<file path="src/rtl/adc_fifo_pkg.sv">
`default_nettype none
// +----------------------------------------------------------------------------+
// | adc_fifo_pkg : shared constants and types for the ADC sample FIFO control  |
// | Rev 1.0                                                                    |
// +----------------------------------------------------------------------------+
package adc_fifo_pkg;

  localparam int ADC_DWIDTH = 16;
  localparam int ADC_AWIDTH = 10;
  localparam int ADC_DEPTH  = 1 << ADC_AWIDTH;

  typedef logic [ADC_DWIDTH-1:0] sample_t;

  // Occupancy of the head + skid output stage
  typedef enum logic [1:0] {
    OCC_EMPTY = 2'd0,
    OCC_ONE   = 2'd1,
    OCC_TWO   = 2'd2
  } occ_e;

endpackage
`default_nettype wire

</file>
<file path="src/rtl/adc_fifo_outstage.sv">
`default_nettype none
// +----------------------------------------------------------------------------+
// | adc_fifo_outstage : head + skid registers presenting a FWFT head word      |
// | Rev 1.0                                                                    |
// +----------------------------------------------------------------------------+
module adc_fifo_outstage
  import adc_fifo_pkg::*;
#(
  parameter int DWIDTH = ADC_DWIDTH
) (
  input  logic              clk,
  input  logic              rst,
  input  logic              i_fill,
  input  logic [DWIDTH-1:0] i_data,
  input  logic              i_pop,
  output logic [DWIDTH-1:0] o_q,
  output logic              o_empty,
  output logic [1:0]        o_occ
);

  occ_e              occ_q, occ_d;
  logic [DWIDTH-1:0] head_q, head_d;
  logic [DWIDTH-1:0] skid_q, skid_d;
  logic              empty_q, empty_d;

  always_comb begin
    occ_d  = occ_q;
    head_d = head_q;
    skid_d = skid_q;
    unique case (occ_q)
      OCC_EMPTY: begin
        if (i_fill) begin
          head_d = i_data;
          occ_d  = OCC_ONE;
        end
      end
      OCC_ONE: begin
        case ({i_pop, i_fill})
          2'b11:   head_d = i_data;
          2'b10:   occ_d  = OCC_EMPTY;
          2'b01: begin
            skid_d = i_data;
            occ_d  = OCC_TWO;
          end
          default: occ_d  = OCC_ONE;
        endcase
      end
      OCC_TWO: begin
        // Returning RAM word only lands here when the same-cycle pop frees a slot
        if (i_pop) begin
          head_d = skid_q;
          if (i_fill) skid_d = i_data;
          else        occ_d  = OCC_ONE;
        end
      end
      default: occ_d = OCC_EMPTY;
    endcase
    empty_d = (occ_d == OCC_EMPTY);
  end

  always_ff @(posedge clk) begin
    if (rst) begin
      occ_q   <= OCC_EMPTY;
      head_q  <= '0;
      skid_q  <= '0;
      empty_q <= 1'b1;
    end else begin
      occ_q   <= occ_d;
      head_q  <= head_d;
      skid_q  <= skid_d;
      empty_q <= empty_d;
    end
  end

  assign o_q     = head_q;
  assign o_empty = empty_q;
  assign o_occ   = occ_q;

endmodule
`default_nettype wire

</file>
<file path="src/rtl/adc_fifo_ctrl.sv">
`default_nettype none
// +----------------------------------------------------------------------------+
// | adc_fifo_ctrl : pointer/flag controller for the 1Kx16 ADC sample LSRAM,    |
// | FWFT read side. ADC_FIFO_OVF_STATS_EN enables OVF / DROP_CNT statistics.   |
// | Rev 1.0                                                                    |
// +----------------------------------------------------------------------------+
module adc_fifo_ctrl
  import adc_fifo_pkg::*;
#(
  parameter int DWIDTH       = ADC_DWIDTH,
  parameter int AWIDTH       = ADC_AWIDTH,
  parameter int AFULL_THRESH = 1008
) (
  input  logic              CLK,
  input  logic              RESET,
  input  logic              WE,
  input  logic [DWIDTH-1:0] DATA_IN,
  output logic              FULL,
  output logic              AFULL,
  input  logic              RE,
  output logic [DWIDTH-1:0] Q,
  output logic              EMPTY,
  output logic [AWIDTH+1:0] COUNT,
  output logic              OVF,
  output logic [15:0]       DROP_CNT,
  output logic [DWIDTH-1:0] RAM_WD,
  output logic [AWIDTH-1:0] RAM_WADDR,
  output logic              RAM_WEN,
  output logic [AWIDTH-1:0] RAM_RADDR,
  output logic              RAM_REN,
  input  logic [DWIDTH-1:0] RAM_RD
);

  localparam int              CW        = AWIDTH + 2;
  localparam int              DEPTH     = 1 << AWIDTH;
  localparam logic [AWIDTH:0] RAM_FULL  = (AWIDTH+1)'(DEPTH);
  localparam logic [CW-1:0]   AFULL_LVL = CW'(AFULL_THRESH);

  logic [AWIDTH-1:0] wptr_q, wptr_d;
  logic [AWIDTH-1:0] rptr_q, rptr_d;
  logic [AWIDTH:0]   ram_cnt_q, ram_cnt_d;
  logic              rd_pend_q, rd_pend_d;
  logic [CW-1:0]     count_q, count_d;
  logic              full_q, full_d;
  logic              afull_q, afull_d;

  logic              w_ram_wen;
  logic              w_ram_ren;
  logic              w_pop;
  logic              w_empty;
  logic [1:0]        w_occ;
  logic [2:0]        w_occ_after;

  assign w_ram_wen   = WE & ~full_q;
  assign w_pop       = RE & ~w_empty;
  // Output-stage slots already committed once this cycle's pop and return settle
  assign w_occ_after = {1'b0, w_occ} + {2'b00, rd_pend_q} - {2'b00, w_pop};
  assign w_ram_ren   = (ram_cnt_q != '0) && (w_occ_after < 3'd2);

  always_comb begin
    wptr_d    = w_ram_wen ? wptr_q + AWIDTH'(1) : wptr_q;
    rptr_d    = w_ram_ren ? rptr_q + AWIDTH'(1) : rptr_q;
    ram_cnt_d = ram_cnt_q + (AWIDTH+1)'(w_ram_wen) - (AWIDTH+1)'(w_ram_ren);
    rd_pend_d = w_ram_ren;
    count_d   = count_q + CW'(w_ram_wen) - CW'(w_pop);
    full_d    = (ram_cnt_d == RAM_FULL);
    afull_d   = (count_d >= AFULL_LVL);
  end

  always_ff @(posedge CLK) begin
    if (RESET) begin
      wptr_q    <= '0;
      rptr_q    <= '0;
      ram_cnt_q <= '0;
      rd_pend_q <= 1'b0;
      count_q   <= '0;
      full_q    <= 1'b0;
      afull_q   <= 1'b0;
    end else begin
      wptr_q    <= wptr_d;
      rptr_q    <= rptr_d;
      ram_cnt_q <= ram_cnt_d;
      rd_pend_q <= rd_pend_d;
      count_q   <= count_d;
      full_q    <= full_d;
      afull_q   <= afull_d;
    end
  end

  adc_fifo_outstage #(
    .DWIDTH (DWIDTH)
  ) u_outstage (
    .clk     (CLK),
    .rst     (RESET),
    .i_fill  (rd_pend_q),
    .i_data  (RAM_RD),
    .i_pop   (w_pop),
    .o_q     (Q),
    .o_empty (w_empty),
    .o_occ   (w_occ)
  );

`ifdef ADC_FIFO_OVF_STATS_EN
  logic        ovf_q, ovf_d;
  logic [15:0] drop_cnt_q, drop_cnt_d;
  logic        w_drop;

  assign w_drop = WE & full_q;

  always_comb begin
    ovf_d      = ovf_q | w_drop;
    drop_cnt_d = (w_drop && (drop_cnt_q != 16'hFFFF)) ? drop_cnt_q + 16'd1 : drop_cnt_q;
  end

  always_ff @(posedge CLK) begin
    if (RESET) begin
      ovf_q      <= 1'b0;
      drop_cnt_q <= '0;
    end else begin
      ovf_q      <= ovf_d;
      drop_cnt_q <= drop_cnt_d;
    end
  end

  assign OVF      = ovf_q;
  assign DROP_CNT = drop_cnt_q;
`else
  assign OVF      = 1'b0;
  assign DROP_CNT = 16'h0000;
`endif

  assign EMPTY     = w_empty;
  assign FULL      = full_q;
  assign AFULL     = afull_q;
  assign COUNT     = count_q;
  assign RAM_WD    = DATA_IN;
  assign RAM_WADDR = wptr_q;
  assign RAM_WEN   = w_ram_wen;
  assign RAM_RADDR = rptr_q;
  assign RAM_REN   = w_ram_ren;

endmodule
`default_nettype wire

</file>
<file path="config.mk">
export PLATFORM = sky130hd
export DESIGN_NAME = adc_fifo_ctrl
export DESIGN_NICKNAME = d
export VERILOG_FILES = /design/src/rtl/adc_fifo_pkg.sv /design/src/rtl/adc_fifo_outstage.sv /design/src/rtl/adc_fifo_ctrl.sv
export SDC_FILE = /design/constraint.sdc
export NUM_CORES = 1
export LEC_CHECK = 0
export CORE_MARGIN = 10
export CORE_UTILIZATION = 53
export DETAILED_ROUTE_END_ITERATION = 10
export PLACE_DENSITY_LB_ADDON = 0.08
export SETUP_SLACK_MARGIN = 0.1
export SYNTH_ARGS = -nofsm -noshare
export SYNTH_HDL_FRONTEND = slang
export SYNTH_SLANG_ARGS = --single-unit
export TNS_END_PERCENT = 1
</file>
<file path="constraint.sdc">
create_clock -name CLK -period 7.8 [get_ports CLK]
set_input_delay 1.56 -clock CLK [delete_from_list [all_inputs] [get_ports CLK]]
set_output_delay 1.56 -clock CLK [all_outputs]
set_load 0.05 [all_outputs]
</file>
==> results.md, run 1 <==
- Status: completed
- P_int: roughly 1400 uW
- RSZ-0062 raised after global routing: no
- Mapped Area: approximately 0.0045 mm^2
- Final Hold Vio Count: 0
- First-pass GRT wire length: ~16 mm
- Combinational power share: 62.4%
- Max Slew Vio Count: 0
- Synth area leader: dfxtp_1
- Pwr dens: 485 mW/mm^2
- Gr ovfl total: 0
- Met1 WL: between 4 and 5 mm
- CP endpoint kind: output port
- Fraction of registers with async set/reset: 0%
- Initial core utilization: 54.7%
- Main combinational cell family by area after synthesis: simple AND/OR/NAND/NOR gates
- Vias: ~3,500
- Most common cell in the netlist: dfxtp_1
- Most used DFF post-synth: dfxtp_1
- Die width: roughly 110 um
- Top-area cell type share of the netlist area: between 30% and 40%
- Critical path data required time: around 6.2 ns
- Adder-Cell Fraction of Synth Area: 9.42%
- Final nets: approximately 620
- Sequential share of power: between 20% and 30%
- Pin count of the biggest net entering global routing: 83
- H-Tree Depth: 3
- Reg2Reg Setup Slack: 3.47 ns
- Tot GR Track Use: 15.0%
- Setup_tns: 0 ns
- Detailed Route Iter0 Violations: ~170
- Critical path arrival: between 4 and 5 ns
- Metal2 WL: about 4.7 mm
- Mapped Cells: a little over 500
- Die Span Y: approximately 110 um
- Clock power frac: 13.4%
- P&R area growth vs syn: 18.3%
- Routed wire length: between 9 and 10 mm
- Final Core Density: 64.7%
- Layout Cells excl Fill: 664
- Top cells by area, synth: dfxtp_1 36%, ha_1 8.1%, mux2i_1 7.6%
- HP Class: flip-flop to flip-flop
- Rel. slew slack: 27.6%
- Crit Path Max Fanout: 10
- Clk root buf: clkbuf_8
- WS Path Type: input pin to output port
- Vias in the first global route: about 3,500
- DR pass1 iterations: 4
- Commonest cells in the netlist: 81 x dfxtp_1, 75 x nor2_1, 35 x buf_4
- Complex-gate fraction of the synthesized area: between 10% and 20%
- Critical R2R Launch: u_outstage.o_empty
- Die area: between 0.01 and 0.015 mm^2
- Switching share of total power: 46.9%
- Post-synthesis area per instance: 8.89 um^2
- Switching power: ~1200 uW
- Num ports: between 100 and 150
- Synth Area in Simple Gates: 17.7%
- Initial antenna violation count: 0
- # DRC: 0
- Leak: between 0.002 and 0.0025 uW
- Port Buffers: 72
- Hold Startpoint: u_outstage.skid_q[7]
- Max cap viols: 0
- CTS clk-pin slew, worst paths: 0.09 ns
- Xor/xnor share of the synthesized area: between 6 and 7%
- Placed Cells: approximately 650
- # clock sinks: slightly above 80
- Share of layout cells above drive strength 1: under 10%
- Worst Reg2Reg Path Length in Cells: 18
- VDD IR max: roughly 0.00023 V
- Post-synth EDFFs: 0
- Slew @ Worst Pin: around 1.1 ns
- Hold Path Depth: 2
- Total CTS buffers: 9
- Clock Skews: roughly 0.009 ns
- Routed WL per cell: 14.6 um
- Maximum clock path buffer count: 2
- Post-route design area: between 0.005 and 0.006 mm^2
- Period utilization: slightly below 80%
- Sequential cell area fraction in the yosys report: 36.1%
- Warning count from the yosys run: 0
- Row cnt: 33
- Crit start category: input pin
- FF-to-FF End: FULL
- Final setup viols: 0
- Met3 wire length: about 730 um
- Post-CTS sizing: 0
- Dpl cell area: approximately 0.0051 mm^2
- Period minus WS final: roughly 6.1 ns
- Post-synth cell types: 55
- CTS tree: built
- Fillers: approximately 730
- Clock Latency Late Sink: roughly 0.35 ns
- Antenna Diode Count: 0
- Cts hold-fix bufs: 0
- Detail Placement HPWL: around 7.2 mm
- Post-CTS Setup Bufs: 0
- FF+latch count, synth: between 80 and 90
- DRT antenna net count: 0
- Vias/cell: between 5 and 6
- Fmax: 164 MHz
- Highest metal used: met4
- Post-synthesis mux area share: 7.58%
- Core area: 0.00822 mm^2
- Gpl congestion: ~0.83
- End of the worst hold path: u_outstage.skid_q[7]
cells by family after synthesis:
group                    Yosys count
AO/OA/AOI/OAI                     80
flip-flops                        81
AND/OR/NAND/NOR                  161
multiplexers                      34
adder cells (fa/ha/maj)           32
XOR/XNOR                          33
buffers and inverters             83
other                              1
metal layers:
layer | GRT usage, % | vias up
li1 | - | 1773
met1 | 17.5 | 1620
met2 | 25.4 | 87
met3 | 5.06 | 14
met4 | 4.82 | 0
met5 | 0 | -
cell type report:
class                   instances  area (um^2)  share of cell area (%)
multi-input cells             357         2480                    46.8
flip-flops and latches         81         1620                    30.5
repair buffers                 75          738                    13.9
well taps                     105          131                    2.47
clock buffers                   9          124                    2.33
inverters                      30          113                    2.12
clock inverters                 7          101                    1.91
layout by cell type (no fill, tap or decap), drive strengths merged, types with 3 or more instances in the layout:
cell and count:
o21ai 12, mux2i 34, and3 4, nand4 5
nor2b 14, ha 29, a21oi 19, nor3b 3
a21o 8, fa 3, nand2b 9, xor2 16
clkdlybuf4s50 71, xnor2 17, nand3b 3, inv 32
nand2 20, nor2 75, nor3 6, clkbuf 9
o21bai 4, nand3 7, buf 4, conb 17
dfxtp 81, a211oi 19
critical path, cell delays in order:
cell             delay, ns
clkdlybuf4s50_1       0.46
and2b_1               0.23
inv_2                 0.10
nor2_1                0.20
o21ai_1               0.13
fa_1                  0.40
xnor2_1               0.16
o211a_1               0.40
clkdlybuf4s50_1       0.88
power by group through the flow:
stage               logic [uW]  registers, uW  clock network [uW]
global route              1780            640                 373
CTS                       1620            623                 356
finish                    1610            623                 347
floorplan                 1030            859                   0
detailed placement        1610            631                   0
global placement          1570            629                   0
flip-flops by register name (all words and copies together), names as in the netlist:
| register | flops |
|---|---|
| u_outstage.skid_q | 16 |
| ram_cnt_q | 11 |
| AFULL | 1 |
| rd_pend_q | 1 |
| RAM_WADDR | 10 |
| COUNT | 12 |
| u_outstage.o_empty | 1 |
| RAM_RADDR | 10 |
| u_outstage.o_q | 16 |
| u_outstage.o_occ | 2 |
| FULL | 1 |
worst max-delay path by stage:
stage               start      end  slack, ns  cells past startpoint
floorplan              RE     FULL       2.67                     19
global placement       RE  RAM_REN       1.79                      9
detailed placement     RE  RAM_REN       1.74                      9
CTS                    RE  RAM_REN       1.69                      9
global route           RE  RAM_REN       1.50                      9
finish                 RE  RAM_REN       1.71                      9
stage by stage:
step	power (uW)	hold slack, ns	setup slack [ns]
6_report	2580	0.499	1.71
5_1_grt	2790	0.526	1.50
3_5_place_dp	2240	0.482	1.74
2_1_floorplan	1890	0.460	2.67
4_1_cts	2600	0.504	1.69
3_3_place_gp	2200	0.472	1.79
Power figures use the tool's default switching activity.
==> run 2: changes to the inputs <==
CORE_UTILIZATION = 44   (was 53)
clock period = 5.3 ns   (was 7.8 ns; I/O delays follow)
==> run 2 against run 1 <==
Net effect:
- global-route usage fell by 1.4 points
- wire length rose by 1.7%
- non-clock buffer count rose by 1
- first-iteration DRC count rose by 28%
- critical endpoint is now FULL
- largest cell class unchanged
- largest power group unchanged
- highest routed layer unchanged
==> results.md, run 2 (synthesis results as in run 1) <==
- Fmax: 211 MHz
- First-pass GRT wire length: roughly 17 mm
- HP Class: flip-flop to flip-flop
- Max cap viols: 0
- Vias/cell: between 4 and 5
- FF-to-FF End: FULL
- Worst setup endpoint: FULL
- Max Slew Vio Count: 0
- Combinational power share: 64.1%
- Share of layout cells above drive strength 1: under 10%
- Final nets: around 620
- Clk root buf: clkbuf_8
- Leak: 0.00223 uW
- H-Tree Depth: 3
- Critical path data required time: approximately 5.6 ns
- Gpl congestion: about 0.8
- Period utilization: between 80% and 90%
- Cts hold-fix bufs: 0
- Highest metal used: met4
- Commonest non-fill, non-tap cell in the layout: dfxtp_1
- DRT antenna net count: 0
- Commonest non-fill, non-tap cells in the layout: 81 x dfxtp_1, 75 x nor2_1, 70 x clkdlybuf4s50_1
- Period minus WS final: between 4 and 5 ns
- # clock sinks: 81
- Post-CTS Setup Bufs: 0
- DR pass1 iterations: 4
- Reg2Reg Setup Slack: about 1.4 ns
- Vias: approximately 3,400
- Sequential share of power: about a quarter
- Die Span Y: about 120 um
- Port Buffers: around 70
- Die width: 121 um
- Critical path arrival: roughly 5.0 ns
- Critical R2R Launch: u_outstage.o_empty
- Initial antenna violation count: 0
- WS Path Type: input pin to flip-flop
- Switching power: around 1800 uW
- Detail Placement HPWL: ~7 mm
- Vias in the first global route: roughly 3,500
- RSZ-0062 raised after global routing: no
- Setup_tns: 0 ns
- Crit Path Max Fanout: 7
- Worst Reg2Reg Path Length in Cells: 18
- Crit start category: input pin
- P_int: around 2000 uW
- Post-route design area: roughly 0.0053 mm^2
- Dpl cell area: ~0.0051 mm^2
- Switching share of total power: between 40% and 50%
- Fillers: around 920
- Antenna Diode Count: 0
- Tot Pwr: between 3000 and 4000 uW
- Final Hold Vio Count: 0
- Pin count of the biggest net entering global routing: 48
- Num ports: ~120
- Maximum clock path buffer count: 2
- Setup crit start: RE
- WHS: 0.494 ns
- Register area: between 0.0015 and 0.002 mm^2
- Clock power frac: between 10 and 15%
- Final setup viols: 0
- Rel. slew slack: 19.5%
- Gr ovfl total: 0
- Status: completed
- # DRC: 0
- P&R area growth vs syn: 18.4%
- Detailed Route Iter0 Violations: roughly 220
- VDD IR max: 0.000292 V
- Clock Latency Late Sink: 0.35 ns
- Core area: just under 0.01 mm^2
- Routed WL per cell: 14.2 um
- Tot GR Track Use: a little over an eighth
- Clock Skews: 0.0116 ns
- Die area: 0.0146 mm^2
- Initial core utilization: 45.5%
- Pwr dens: 702 mW/mm^2
- Post-CTS sizing: 0
- Multi-input combinational cell area: 0.00248 mm^2
- Met3 wire length: around 740 um
- Routed wire length: roughly 9.9 mm
- Metal2 WL: 4.56 mm
- CP endpoint kind: flip-flop
- Row cnt: 36
- CTS clk-pin slew, worst paths: roughly 0.08 ns
- Total CTS buffers: 9
- Met1 WL: ~4.4 mm
- Slew @ Worst Pin: between 1 and 1.5 ns
- CTS tree: built
==> run 2: how the worst min path moves through the flow <==
stage | start | to | slack, ns | cells after the start
2_1_floorplan | u_outstage.skid_q[0] | u_outstage.skid_q[0] | 0.46 | 2
3_3_place_gp | u_outstage.skid_q[15] | u_outstage.skid_q[15] | 0.47 | 2
3_5_place_dp | u_outstage.skid_q[4] | u_outstage.skid_q[4] | 0.48 | 2
4_1_cts | u_outstage.skid_q[13] | u_outstage.skid_q[13] | 0.51 | 2
5_1_grt | u_outstage.o_q[0] | u_outstage.o_q[0] | 0.52 | 2
6_report | u_outstage.skid_q[13] | u_outstage.skid_q[13] | 0.49 | 2
==> run 2: power groups by stage <==
stage	logic [uW]	clock network [uW]	registers [uW]
after global placement	2370	0	925
after global routing	2640	475	940
after detailed placement	2390	0	927
after floorplan	1520	0	1260
final	2390	429	913
after CTS	2400	445	915
==> run 2: critical path: stages <==
cell and delay [ns]:
clkdlybuf4s50_1 0.46, and2b_1 0.23, inv_2 0.10, nor2_1 0.18, o21ai_1 0.12, fa_1 0.38
xnor2_1 0.17, o211a_1 0.19, ha_1 0.23, inv_1 0.05, ha_1 0.17, inv_1 0.06
fa_1 0.43, nor2b_4 0.15, o311a_4 0.17, o2111ai_1 0.17, a2111o_1 0.44, nand3_1 0.09
and4_1 0.17
==> run 2: layout make-up <==
type                       instances  share of cell area [%]
clock buffer                      10                    2.59
clock inverter                     6                   0.965
inverter                          30                    2.12
multi-input combinational        357                    46.7
sequential                        81                    30.5
tap                              133                    3.13
timing repair buffer              76                    14.0
==> run 2: per-stage QoR <==
step | instances | worst slack [ns] | utilization (%)
floorplan | 521 | 0.671 | -
global placement | 677 | 0.288 | 52.0
detailed placement | 677 | 0.201 | 52.0
CTS | 693 | 0.566 | 53.9
global route | 693 | 0.230 | 53.9
finish | 693 | 0.568 | 53.9
==> run 2: layer usage <==
layer	track usage, %	vias to the layer above
li1	-	1769
met4	4.30	0
met2	22.4	74
met3	5.35	10
met1	15.9	1568
met5	0	-
==> RTL change, RTL diff (settings of run 1) <==
Put one more register stage on the output `COUNT`, with the module's reset. The value now appears one clock later. The other outputs are not delayed to match.
--- a/src/rtl/adc_fifo_ctrl.sv
+++ b/src/rtl/adc_fifo_ctrl.sv
@@ -132,7 +132,13 @@
   assign EMPTY     = w_empty;
   assign FULL      = full_q;
   assign AFULL     = afull_q;
-  assign COUNT     = count_q;
+  always_ff @(posedge CLK) begin
+    if (RESET) begin
+      COUNT <= '0;
+    end else begin
+      COUNT <= count_q;
+    end
+  end
   assign RAM_WD    = DATA_IN;
   assign RAM_WADDR = wptr_q;
   assign RAM_WEN   = w_ram_wen;
Function: changed (a bounded check fails within 4 cycles, from zero or initial values and one cycle with RESET high).
==> RTL change against run 1 <==
Area after synthesis increased by 6.3%. Design area increased by 5.2%. Sequential cell count increased by 12. Routed wire length increased by 0.53%. Critical path depth unchanged. Total power decreased by 1.0%. Via count increased by 2.2%. Setup slack got worse by 140 ps. Critical path type unchanged.
==> RTL change: results (changes against run 1) <==
Cells and area
  • Multi-In Gates: 366 (was 357)
  • Share of cells above drive strength 1: 4.47% (was 4.65%)
  • Clk tree area frac: 3.81% (was 4.24%)
  • Fill cells: 755 (was 725)
  • Nets: 646 (was 622)
  • Multi-input gate area: 2520 µm² (was 2480 µm²)
  • Invs w/o clock: 33 (was 30)
  • Non-clock buffers, area share: 13.2% (was 13.9%)
  • Final Util: 63.8% (was 64.7%)
  • Sequential Area: 1860 µm² (was 1620 µm²)

Detailed routing
  • Post-DR vias/cell: 5.17 (was 5.26)
  • Wl on met1: 4290 µm (was 4150 µm)
  • Initial DRC count: 144 (was 169)
  • Routed met2 length: 4580 µm (was 4680 µm)
  • Avg WL per Cell: 14.1 µm (was 14.6 µm)
  • DR vias: 3570 (was 3494)
  • Length of the first detailed-routing pass in iterations: 4 (unchanged)
  • Routed wl met3: 744 µm (was 729 µm)

Timing
  • WHS: 466 ps (was 499 ps)
  • Slew @ Worst Pin: 1090 ps (about the same)
  • Worst-case clock skew: 12.3 ps (was 9.22 ps)
  • Final worst-path cycle share: 79.9% (was 78.1%)

Place
  • Post-Place Setup Slack: 1580 ps (was 1740 ps)
  • Buffers on Ports: 72 (unchanged)
  • DP Area: 5380 µm² (was 5090 µm²)
  • Gpl congestion: 0.910 (was 0.832)
  • Post-DP HPWL: 7180 µm (was 7210 µm)
  • Cells after DPL: 675 (was 648)

Critical path
  • CP Buf/Inv Count: 3 (unchanged)
  • Reg2reg start: u_outstage.o_empty$_SDFF_PP1_ (unchanged)
  • Crit path arrival time: 4670 ps (was 4530 ps)
  • Flop2flop setup slack: 3250 ps (was 3470 ps)
  • Delay-heaviest family, CP: buffers and inverters (unchanged)

Pwr
  • Comb pwr: 1.52 mW (was 1.61 mW)
  • Sequential Power Share: 26.9% (was 24.1%)
  • Max IR drop VDD: 0.000261 V (was 0.000228 V)
  • Design Power: 2.55 mW (was 2.58 mW)
  • Switching power total: 1.15 mW (was 1.21 mW)
  • P_leak: 2.37 nW (was 2.24 nW)

Clocking
  • CTS Buffer Depth: 2 (unchanged)
  • CTS sink cnt: 93 (was 81)

Hold path
  • Hold Path End: COUNT[8]$_SDFF_PP0_ (was u_outstage.skid_q[7]$_SDFFE_PP0P_)
  • Hold path start: count_q[8]$_SDFF_PP0_ (was u_outstage.skid_q[7]$_SDFFE_PP0P_)

GRT
  • Initial antenna violation count: 0 (unchanged)
  • First-pass GRT wire length: 16500 µm (was 16200 µm)
  • Total Routing Usage GR: 14.7% (was 15.0%)
  • Largest net degree at the start of global routing: 86 (was 83)

Synth
  • Seq/Total Area, Yosys: 39.0% (was 36.1%)
  • Synth area leaders: dfxtp_1 (39%), ha_1 (7.6%), mux2i_1 (7.3%) (was dfxtp_1 (36%), ha_1 (8.1%), mux2i_1 (7.6%))
  • Top post-synthesis cells by count: dfxtp_1 (93), nor2_1 (87), buf_4 (35), mux2i_1 (35), inv_1 (33) (was dfxtp_1 (81), nor2_1 (75), buf_4 (35), mux2i_1 (34))
  • Cells after synthesis: 529 (was 505)

Status
  • Status: completed (unchanged)

Floorplan
  • Tapcell count: 108 (was 105)
[RTL change: cell count changes after synthesis, moves of 3 or more]
cell	change
a211o_1	+3
a21oi_1	-4
and2_1	+8
and3_1	+5
dfxtp_1	+12
inv_1	+4
nand2b_1	-3
nor2_1	+12
nor2b_1	-4
nor3b_1	-3
o21ai_1	-5
or3_1	+3
[RTL change: routing by layer]
metal	global-route usage, %	up-vias
met2	24.3	72
met5	0	-
met4	5.12	0
li1	-	1838
met3	4.69	21
met1	17.6	1639
[RTL change: cell families (layout without fill, tap and decap cells)]
group | Yosys count | count (layout) | synth area share (%)
buf+inv | 86 | 123 | 9.67
compound gates | 79 | 79 | 11.9
mux | 36 | 36 | 7.58
fa+ha+maj | 32 | 32 | 8.86
simple gates | 167 | 167 | 16.5
other cells | 1 | 17 | 0.0786
flops | 93 | 93 | 39.0
xor+xnor | 35 | 35 | 6.42
